[src/rtl/stopwatch_pkg.sv]
// Shared types and constants for the SS.cc stopwatch: controller state, BCD digit
// type and the packed four-digit time value.
package stopwatch_pkg;

  localparam int unsigned BCD_W = 4;

  typedef enum logic [1:0] {
    IDLE  = 2'd0,
    RUN   = 2'd1,
    PAUSE = 2'd2
  } sw_state_e;

  typedef logic [BCD_W-1:0] bcd_t;

  localparam bcd_t CS_DIGIT_MAX = BCD_W'(9);
  localparam bcd_t SEC10_MAX    = BCD_W'(5);

  typedef struct packed {
    bcd_t sec10;
    bcd_t sec1;
    bcd_t cs10;
    bcd_t cs1;
  } sw_time_t;

endpackage

[src/rtl/bcd_cascade_ss_cc.sv]
// SS.cc BCD counter chain: cs1 -> cs10 -> sec1 -> sec10, rolling 59.99 to 00.00
// with a one-cycle registered wrap pulse.
module bcd_cascade_ss_cc
  import stopwatch_pkg::*;
(
  input  logic clk,
  input  logic reset_p,
  input  logic inc,
  input  logic clr,
  output bcd_t cs1,
  output bcd_t cs10,
  output bcd_t sec1,
  output bcd_t sec10,
  output logic wrap
);

  always_ff @(posedge clk or posedge reset_p) begin
    if (reset_p) begin
      cs1   <= '0;
      cs10  <= '0;
      sec1  <= '0;
      sec10 <= '0;
      wrap  <= 1'b0;
    end else if (clr) begin
      cs1   <= '0;
      cs10  <= '0;
      sec1  <= '0;
      sec10 <= '0;
      wrap  <= 1'b0;
    end else begin
      wrap <= 1'b0;
      if (inc) begin
        if (cs1 == CS_DIGIT_MAX) begin
          cs1 <= '0;
          if (cs10 == CS_DIGIT_MAX) begin
            cs10 <= '0;
            if (sec1 == CS_DIGIT_MAX) begin
              sec1 <= '0;
              // Top digit saturating at 5 means the whole value was 59.99.
              if (sec10 == SEC10_MAX) begin
                sec10 <= '0;
                wrap  <= 1'b1;
              end else begin
                sec10 <= sec10 + BCD_W'(1);
              end
            end else begin
              sec1 <= sec1 + BCD_W'(1);
            end
          end else begin
            cs10 <= cs10 + BCD_W'(1);
          end
        end else begin
          cs1 <= cs1 + BCD_W'(1);
        end
      end
    end
  end

endmodule

[src/rtl/stopwatch_ctrl.sv]
// Stopwatch controller: IDLE/RUN/PAUSE sequencing, ms-to-cs prescaler, lap hold
// register and display mux over the BCD cascade.
module stopwatch_ctrl
  import stopwatch_pkg::*;
#(
  parameter int unsigned TICKS_PER_CS = 10
) (
  input  logic clk,
  input  logic reset_p,
  input  logic tick_msec,
  input  logic btn_start,
  input  logic btn_lap,
  input  logic btn_clear,
  output bcd_t disp_cs1,
  output bcd_t disp_cs10,
  output bcd_t disp_sec1,
  output bcd_t disp_sec10,
  output logic running,
  output logic lap_active,
  output logic wrap
);

  localparam int unsigned PRESC_W = (TICKS_PER_CS > 1) ? $clog2(TICKS_PER_CS) : 1;
  localparam logic [PRESC_W-1:0] PRESC_MAX = PRESC_W'(TICKS_PER_CS - 1);

  sw_state_e state_q, state_d;
  logic clear_c;
  logic lap_toggle_c;
  logic count_en;
  logic cs_inc;
  logic [PRESC_W-1:0] presc_q;
  sw_time_t live;
  sw_time_t lap_q;
  sw_time_t shown;

  always_ff @(posedge clk or posedge reset_p) begin
    if (reset_p) begin
      state_q <= IDLE;
      running <= 1'b0;
    end else begin
      state_q <= state_d;
      running <= (state_d == RUN);
    end
  end

  // Button priority start > clear > lap; a lower pulse in the same cycle is dropped.
  always_comb begin
    state_d      = state_q;
    clear_c      = 1'b0;
    lap_toggle_c = 1'b0;
    case (state_q)
      IDLE: begin
        if (btn_start) state_d = RUN;
        else if (btn_clear) clear_c = 1'b1;
      end
      RUN: begin
        if (btn_start) state_d = PAUSE;
        else if (!btn_clear && btn_lap) lap_toggle_c = 1'b1;
      end
      PAUSE: begin
        if (btn_start) begin
          state_d = RUN;
        end else if (btn_clear) begin
          state_d = IDLE;
          clear_c = 1'b1;
        end
      end
      default: state_d = IDLE;
    endcase
  end

  // Tick is judged against the current state, so start+tick counts only in RUN.
  assign count_en = (state_q == RUN) && tick_msec;
  assign cs_inc   = count_en && (presc_q == PRESC_MAX);

  always_ff @(posedge clk or posedge reset_p) begin
    if (reset_p) begin
      presc_q <= '0;
    end else if (clear_c) begin
      presc_q <= '0;
    end else if (count_en) begin
      presc_q <= (presc_q == PRESC_MAX) ? '0 : presc_q + PRESC_W'(1);
    end
  end

  bcd_cascade_ss_cc u_cascade (
    .clk     (clk),
    .reset_p (reset_p),
    .inc     (cs_inc),
    .clr     (clear_c),
    .cs1     (live.cs1),
    .cs10    (live.cs10),
    .sec1    (live.sec1),
    .sec10   (live.sec10),
    .wrap    (wrap)
  );

  // Lap captures the registered live value, i.e. before any same-edge increment.
  always_ff @(posedge clk or posedge reset_p) begin
    if (reset_p) begin
      lap_q      <= '0;
      lap_active <= 1'b0;
    end else if (clear_c) begin
      lap_q      <= '0;
      lap_active <= 1'b0;
    end else if (lap_toggle_c) begin
      if (!lap_active) begin
        lap_q      <= live;
        lap_active <= 1'b1;
      end else begin
        lap_active <= 1'b0;
      end
    end
  end

  assign shown      = lap_active ? lap_q : live;
  assign disp_cs1   = shown.cs1;
  assign disp_cs10  = shown.cs10;
  assign disp_sec1  = shown.sec1;
  assign disp_sec10 = shown.sec10;

endmodule

[config.mk]
export PLATFORM = sky130hd
export DESIGN_NAME = stopwatch_ctrl
export DESIGN_NICKNAME = d
export VERILOG_FILES = /design/src/rtl/stopwatch_pkg.sv /design/src/rtl/bcd_cascade_ss_cc.sv /design/src/rtl/stopwatch_ctrl.sv
export SDC_FILE = /design/constraint.sdc
export NUM_CORES = 1
export LEC_CHECK = 0
export CAP_MARGIN = 40
export CORE_MARGIN = 5
export CORE_UTILIZATION = 51
export CTS_CLUSTER_SIZE = 10
export DETAILED_ROUTE_END_ITERATION = 10
export HOLD_SLACK_MARGIN = 0.02
export PLACE_DENSITY = 0.85
export SLEW_MARGIN = 5
export SYNTH_ARGS = -nofsm -noshare
export SYNTH_HDL_FRONTEND = slang
export SYNTH_SLANG_ARGS = --single-unit
[constraint.sdc]
create_clock -name clk -period 1.6 [get_ports clk]
set_input_delay 0.32 -clock clk [delete_from_list [all_inputs] [get_ports clk]]
set_output_delay 0.32 -clock clk [all_outputs]
set_load 0.01 [all_outputs]
==> flow_summary.yaml, run 1 <==
outcome:
  status: "finished with violations"
  violations: "setup timing"
setup_path:
  crit_type: "flop to flop"
  cp-startpoint: "u_cascade.cs1[1]"
  cp_max_fo: 5
  reg2regPathDepth: 8
  required_ns: 1.84
  r2r_start: "u_cascade.cs1[1]"
  critical_path_buf_inv_count: 3
  reg2reg_to: "u_cascade.cs10[2]"
  slowest_delay_ns: 0.41
  cp_cell_sequence: "inv_2 -> ha_1 -> and3b_2 -> buf_6 -> buf_4 -> nand4_1 -> nor4_1 -> a31o_2"
  critPathArrivalTime_ns: 2.14
  cp.depth: 8
  cp-endpoint: "u_cascade.cs10[2]"
  startpoint_type: "flop"
  crit_path_end_kind: "flop"
  slowest_stage: "dfrtp_1"
  rrSetupSlack_ns: -0.30
  critPathTopFamily: "simple AND/OR/NAND/NOR gates"
floorplan:
  initial_core_util_pct: 52.8
  die_y_um: 77.4
  fp-row-count: 24
  core_area_mm2: 0.00438
  ios: 25
  die_w_um: 77.4
  die_area_mm2: 0.00598
routing:
  ant_nets: 0
  drt_iter0_drc: 359
  vias_per_cell: 7.15
  wl_per_cell_um: 25.8
  vias: 2617
  drtPass1Iterations: 6
  route.detailed.drc: 0
  routed_wl_um: 9430
yosys:
  synth.area.top_cells: "dfrtp_1 44%, a41o_1 6.9%, mux2_2 6.8%"
  syn_inst: 228
  synthArstFlopShare_pct: 100
  synth.top_cell.area_share_pct: 44.3
  syn_avg_cell_area_um2: 10.1
  ys_warn_count: 0
  yosys.area.top_type: "dfrtp_1"
  yosysSeqAreaShare_pct: 44.3
  synth-seq-cells: 41
  synthDistinctLibCells: 39
  mappedNetlistArea_mm2: 0.00231
  synth_nets: 244
  synth_edf_count: 0
  yosys_most_used_dff: "dfrtp_1"
sta:
  fmax_ghz: 0.526
  layout_min_cycle_time_ns: 1.90
  fin_crit_sh_pct: 119
  relSlewSlack_pct: 73.4
  setup_violations: 31
  fin_ws_ns: -0.300
  rsz0062_at_grt: "true"
  slew_viol_final: 0
  fin_skew_ns: 0.00467
  worstMarginPinSlew_ns: 0.398
  hold_viol_final: 0
grt:
  grt_max_degree: 42
  antenna_found_initial: 0
  grt_overflow: 0
  grt_use_total_pct: 25.8
  grt_pass1_vias: 2383
  grt_first_pass_wirelength_um: 12300
power:
  fin_total_pwr_uw: 3250
  power.leakage_uw: 0.00183
  vdd_drop_max_v: 0.000933
  power_density_mw_per_mm2: 934
clock_network:
  h-tree-depth: 2
  cts_hold_buf: 0
  tritoncts: "built"
  clkTransAtPathRegs_ns: 0.08
  clock_latency_ns: 0.30
  clock-root-buffer: "clkbuf_8"
  cts_sinks: 41
  cts_buffers: 5
  clock_tree.buffer_depth: 2
layout:
  area_growth_syn_to_layout_pct: 50.5
  fillers: 221
  diodes: 0
  design_area_mm2: 0.00348
  seq_area_mm2: 0.00103
  fin_nets: 330
  multiInputGateArea_mm2: 0.00139
  final_cell_count_no_fill: 366
  drive_gt1_share_pct: 48.4
run:
  drv_cap: 0
worst_hold_path:
  hp-class: "input port to async pin"
placement:
  postPlaceCellArea_mm2: 0.00292
  placed_cells: 333
  numPortBuffers: 24
  place_congestion: 0.869
  dp_hpwl_um: 4200
==> synth_stat cells (2+ instances only) <==
library cell	count
dfrtp_1	41
a41o_1	16
and3_1	16
a21oi_1	14
mux2_2	14
nand2_1	13
o21ai_0	13
clkbuf_1	11
ha_1	10
nor2_1	10
inv_1	9
nand3_1	8
or3_1	6
and3b_1	5
nand3b_1	4
nor3_1	4
a31oi_1	3
nand4_1	3
nor4_1	3
or4_1	3
buf_1	2
buf_6	2
o211ai_1	2
==> state kept, by name (all words and copies together) (netlist names) <==
| signal | cells |
|---|---|
| lap_q | 16 |
| presc_q | 4 |
| u_cascade.cs10 | 4 |
| u_cascade.cs1 | 4 |
| u_cascade.sec10 | 4 |
| u_cascade.sec1 | 4 |
| state_q | 2 |
| lap_active | 1 |
| running | 1 |
| u_cascade.wrap | 1 |
==> how the worst min path moves through the flow <==
stage | cells after the start | endpoint | slack (ns)
detailed placement | 1 | presc_q[3] | 0.51
floorplan | 1 | presc_q[3] | 0.47
global placement | 1 | presc_q[3] | 0.50
finish | 3 | u_cascade.sec10[2] | 0.39
global route | 3 | presc_q[1] | 0.43
CTS | 3 | u_cascade.sec10[2] | 0.40
==> cell type report <==
cell class / count / share of cell area (%)
clock buffers: 7 / 2.48
inverters: 9 / 0.971
multi-input cells: 160 / 39.9
flip-flops and latches: 41 / 29.5
well taps: 52 / 1.87
repair buffers: 97 / 25.3
==> where the power goes <==
group / internal (uW) / switching, uW / leakage [uW]
clock network: 343 / 369 / 0.0000443
registers: 1110 / 65.3 / 0.000565
logic: 629 / 731 / 0.00122
==> per-layer routing <==
| metal | track usage, % | part of all wire, % |
|---|---|---|
| met4 | 9.97 | 6.5 |
| met1 | 31.9 | 36 |
| met5 | 0 | 0 |
| met2 | 43.2 | 47 |
| met3 | 6.48 | 11 |
==> stage by stage <==
step | setup slack, ns | util, % | TNS (ns) | hold slack (ns)
floorplan | -0.0954 | - | -0.180 | 0.474
global placement | -0.349 | 66.6 | -6.75 | 0.502
detailed placement | -0.410 | 66.6 | -8.94 | 0.506
CTS | -0.156 | 73.9 | -1.96 | 0.401
global route | -0.354 | 79.4 | -4.27 | 0.434
finish | -0.300 | 79.4 | -2.81 | 0.391
==> placed cells by master, fill, tap and decap left out, types with 5 or more instances in the layout <==
master / Yosys / routed
ha_1: 10 / 8
buf_6: 2 / 25
a21oi_1: 14 / 7
dfrtp_1: 41 / 41
o21ai_0: 13 / 5
inv_1: 9 / 5
a41o_1: 16 / 16
or3_1: 6 / 5
buf_4: 1 / 58
and3_1: 16 / 16
nand2_1: 13 / 10
clkdlybuf4s50_1: 0 / 7
mux2_4: 0 / 12
nand3_1: 8 / 6
a21oi_2: 0 / 7
nor2_1: 10 / 10
clkbuf_8: 1 / 6
==> cell families (layout without fill, tap and decap cells) <==
group                    after synthesis  after routing  share of synthesized area, %
AND/OR/NAND/NOR                       82             82                          21.2
AO/OA/AOI/OAI                         53             53                          16.1
flip-flops                            41             41                          44.3
buffers and inverters                 27            113                          5.68
multiplexers                          15             15                          7.25
adder cells (fa/ha/maj)               10             10                          5.41
==> worst reg2reg max path: stages (launching register included) <==
cell     delay [ns]
dfrtp_1        0.41
inv_2          0.07
ha_1           0.16
and3b_2        0.25
buf_6          0.13
buf_4          0.14
nand4_1        0.24
nor4_1         0.29
a31o_2         0.16
==> repair_timing <==
action / 4_1_cts / 5_1_grt
gates cloned: 0 / 0
hold endpoints to repair: 0 / 0
gates resized for setup: 115 / 45
buffers inserted: 16 / 15
endpoints found under the setup margin: 31 / 52
pin swaps: 15 / 12
Power figures use the tool's default switching activity.
==> run 2, diff against run 1 <==
--- a/config.mk
+++ b/config.mk
@@ -7,11 +7,12 @@
 export LEC_CHECK = 0
 export CAP_MARGIN = 40
 export CORE_MARGIN = 5
-export CORE_UTILIZATION = 51
-export CTS_CLUSTER_SIZE = 10
+export CORE_UTILIZATION = 53
+export CTS_BUF_LIST = sky130_fd_sc_hd__clkbuf_2 sky130_fd_sc_hd__clkbuf_4 sky130_fd_sc_hd__clkbuf_8
+export CTS_CLUSTER_SIZE = 8
 export DETAILED_ROUTE_END_ITERATION = 10
 export HOLD_SLACK_MARGIN = 0.02
-export PLACE_DENSITY = 0.85
+export PLACE_DENSITY = 0.88
 export SLEW_MARGIN = 5
 export SYNTH_ARGS = -nofsm -noshare
 export SYNTH_HDL_FRONTEND = slang
==> run 2 against run 1 <==
The run still ends with setup timing left. Die area is 3.3% lower. Clock skew is 0.00095 ns lower. Combinational power is 3% lower. Routed wire length is 5.4% higher. Worst setup slack worse by 0.0084 ns. Worst hold slack worse by 0.0099 ns. Clock-buffer cell count stayed put. Register-to-register slack hardly changed. Utilization is 2.5 points higher. Critical endpoint is now u_cascade.sec10[3].
==> flow_summary.yaml, run 2 (synthesis gave the netlist of run 1 again) <==
routing:
  vias: 2627
  wl_per_cell_um: 27.3
  route.detailed.drc: 0
  drtPass1Iterations: 6
  drt_iter0_drc: 548
  ant_nets: 0
  vias_per_cell: 7.22
  routed_wl_um: 9940
layout:
  multiInputGateArea_mm2: 0.00143
  utilization_pct: 81.9
  mostFrequentLayoutCells: "62 x buf_4, 40 x dfrtp_1, 18 x buf_6"
  diodes: 0
  area_growth_syn_to_layout_pct: 52.0
  seq_area_mm2: 0.00103
  top_register: "lap_q"
  fin_nets: 328
  final_common_cell: "buf_4"
  fillers: 181
  drive_gt1_share_pct: 49.0
  largest_reg_flops: 16
power:
  power_density_mw_per_mm2: 923
  pwr-share-seq_pct: 36.6
  vdd_drop_max_v: 0.00103
  clockPowerShare_pct: 22.7
  power.leakage_uw: 0.00182
  intPower_uw: 2090
  switching_share_pct: 35.6
  combPwrFrac_pct: 40.8
  p_switching_uw: 1160
setup_path:
  startpoint_type: "flop"
  slowest_delay_ns: 0.54
  cp_cell_sequence: "inv_1 -> ha_2 -> and3b_1 -> nand4_1 -> or4_4 -> a21oi_2"
  crit_path_end_kind: "flop"
  critPathArrivalTime_ns: 2.14
  critPathTopFamily: "simple AND/OR/NAND/NOR gates"
  slowest_stage: "or4_4"
  critical_path_buf_inv_count: 1
  required_ns: 1.83
  cp_max_fo: 2
  crit_type: "flop to flop"
placement:
  pre_cts_ws_ns: -0.441
  numPortBuffers: 24
  place_congestion: 0.853
  dp_hpwl_um: 4250
sta:
  hold_viol_final: 0
  slew_viol_final: 0
  fmax_ghz: 0.524
  fin_skew_ns: 0.00372
  fin_crit_sh_pct: 119
  layout_min_cycle_time_ns: 1.91
  rsz0062_at_grt: "true"
  setup_violations: 39
  fin_ws_ns: -0.308
  worstMarginPinSlew_ns: 0.332
  relSlewSlack_pct: 77.8
clock_network:
  clkTransAtPathRegs_ns: 0.08
  clock_tree.buffer_depth: 2
  h-tree-depth: 2
  cts_hold_buf: 0
  cts_sinks: 41
  tritoncts: "built"
  cts_buffers: 5
  clock_latency_ns: 0.30
  clock-root-buffer: "clkbuf_8"
floorplan:
  ios: 25
  core_area_mm2: 0.00429
  die_area_mm2: 0.00579
  initial_core_util_pct: 53.9
  fp-row-count: 24
  die_y_um: 76.1
  die_w_um: 76.1
worst_hold_path:
  hp-class: "input port to async pin"
grt:
  grt_use_total_pct: 29.5
  grt_pass1_vias: 2524
  antenna_found_initial: 0
  grt_util_met2_pct: 47.5
  grt_first_pass_wirelength_um: 13700
  grt_max_degree: 42
  grtUsageMet3_pct: 6.74
  gr-max-usage-layer: "met2"
  use_met1_pct: 35.7
  grt_overflow: 0
outcome:
  status: "finished with violations"
  violations: "setup timing"
run:
  drv_cap: 0
## run 2: cell type report
type	count	share of cell area [%]
multi-input combinational	161	40.6
timing repair buffer	94	24.8
tap	52	1.85
sequential	41	29.2
inverter	9	0.961
clock buffer	7	2.56
## run 2: stage by stage
step | std cells | area [um2] | setup TNS [ns] | total power, uW | hold WS [ns]
after detailed placement | 332 | 2910 | -10.10 | 2010 | 0.522
after global placement | 332 | 2910 | -8.64 | 1990 | 0.504
final | 364 | 3520 | -4.45 | 3240 | 0.382
after floorplan | 228 | 2320 | -0.180 | 1640 | 0.474
after global routing | 364 | 3520 | -5.90 | 3350 | 0.418
after CTS | 352 | 3230 | -3.10 | 3030 | 0.399
## run 2: metal layers
layer	wire length (um)	vias to the layer above
li1	-	1023
met1	3530	1211
met2	4580	315
met3	1160	78
met4	670	0
met5	0	-
## run 2: worst paths after layout
| check | startpoint | end | slack (ns) | cells after the start |
|---|---|---|---|---|
| worst min-delay path | reset_p | u_cascade.sec10[3] | 0.38 | 3 |
| worst max-delay path | u_cascade.sec1[1] | u_cascade.sec10[3] | -0.31 | 6 |
| min in group clk | presc_q[3] | presc_q[3] | 0.59 | 1 |
| worst min register to register | presc_q[3] | presc_q[3] | 0.59 | 1 |
| max in group asynchronous | reset_p | lap_active | 0.99 | 3 |
| worst max register to register | u_cascade.sec1[1] | u_cascade.sec10[3] | -0.31 | 6 |
## run 2: timing repair
item                       in CTS  in global routing
pin swaps                       8                  7
gates cloned                    2                  2
setup endpoints to repair      46                 51
setup buffers                  11                 13
gates resized for setup       104                 52
## run 2: worst reg2reg max path, stage by stage (launching register included)
cell and delay (ns):
dfrtp_1 0.41, inv_1 0.16, ha_2 0.23, and3b_1 0.20
nand4_1 0.16, or4_4 0.54, a21oi_2 0.14
## run 2: power by group through the flow
stage / Clock [uW] / Sequential (uW) / Combinational [uW]
finish: 735 / 1190 / 1320
global route: 786 / 1190 / 1370
CTS: 718 / 1170 / 1140
detailed placement: 0 / 1180 / 830
global placement: 0 / 1180 / 808
floorplan: 0 / 1210 / 432
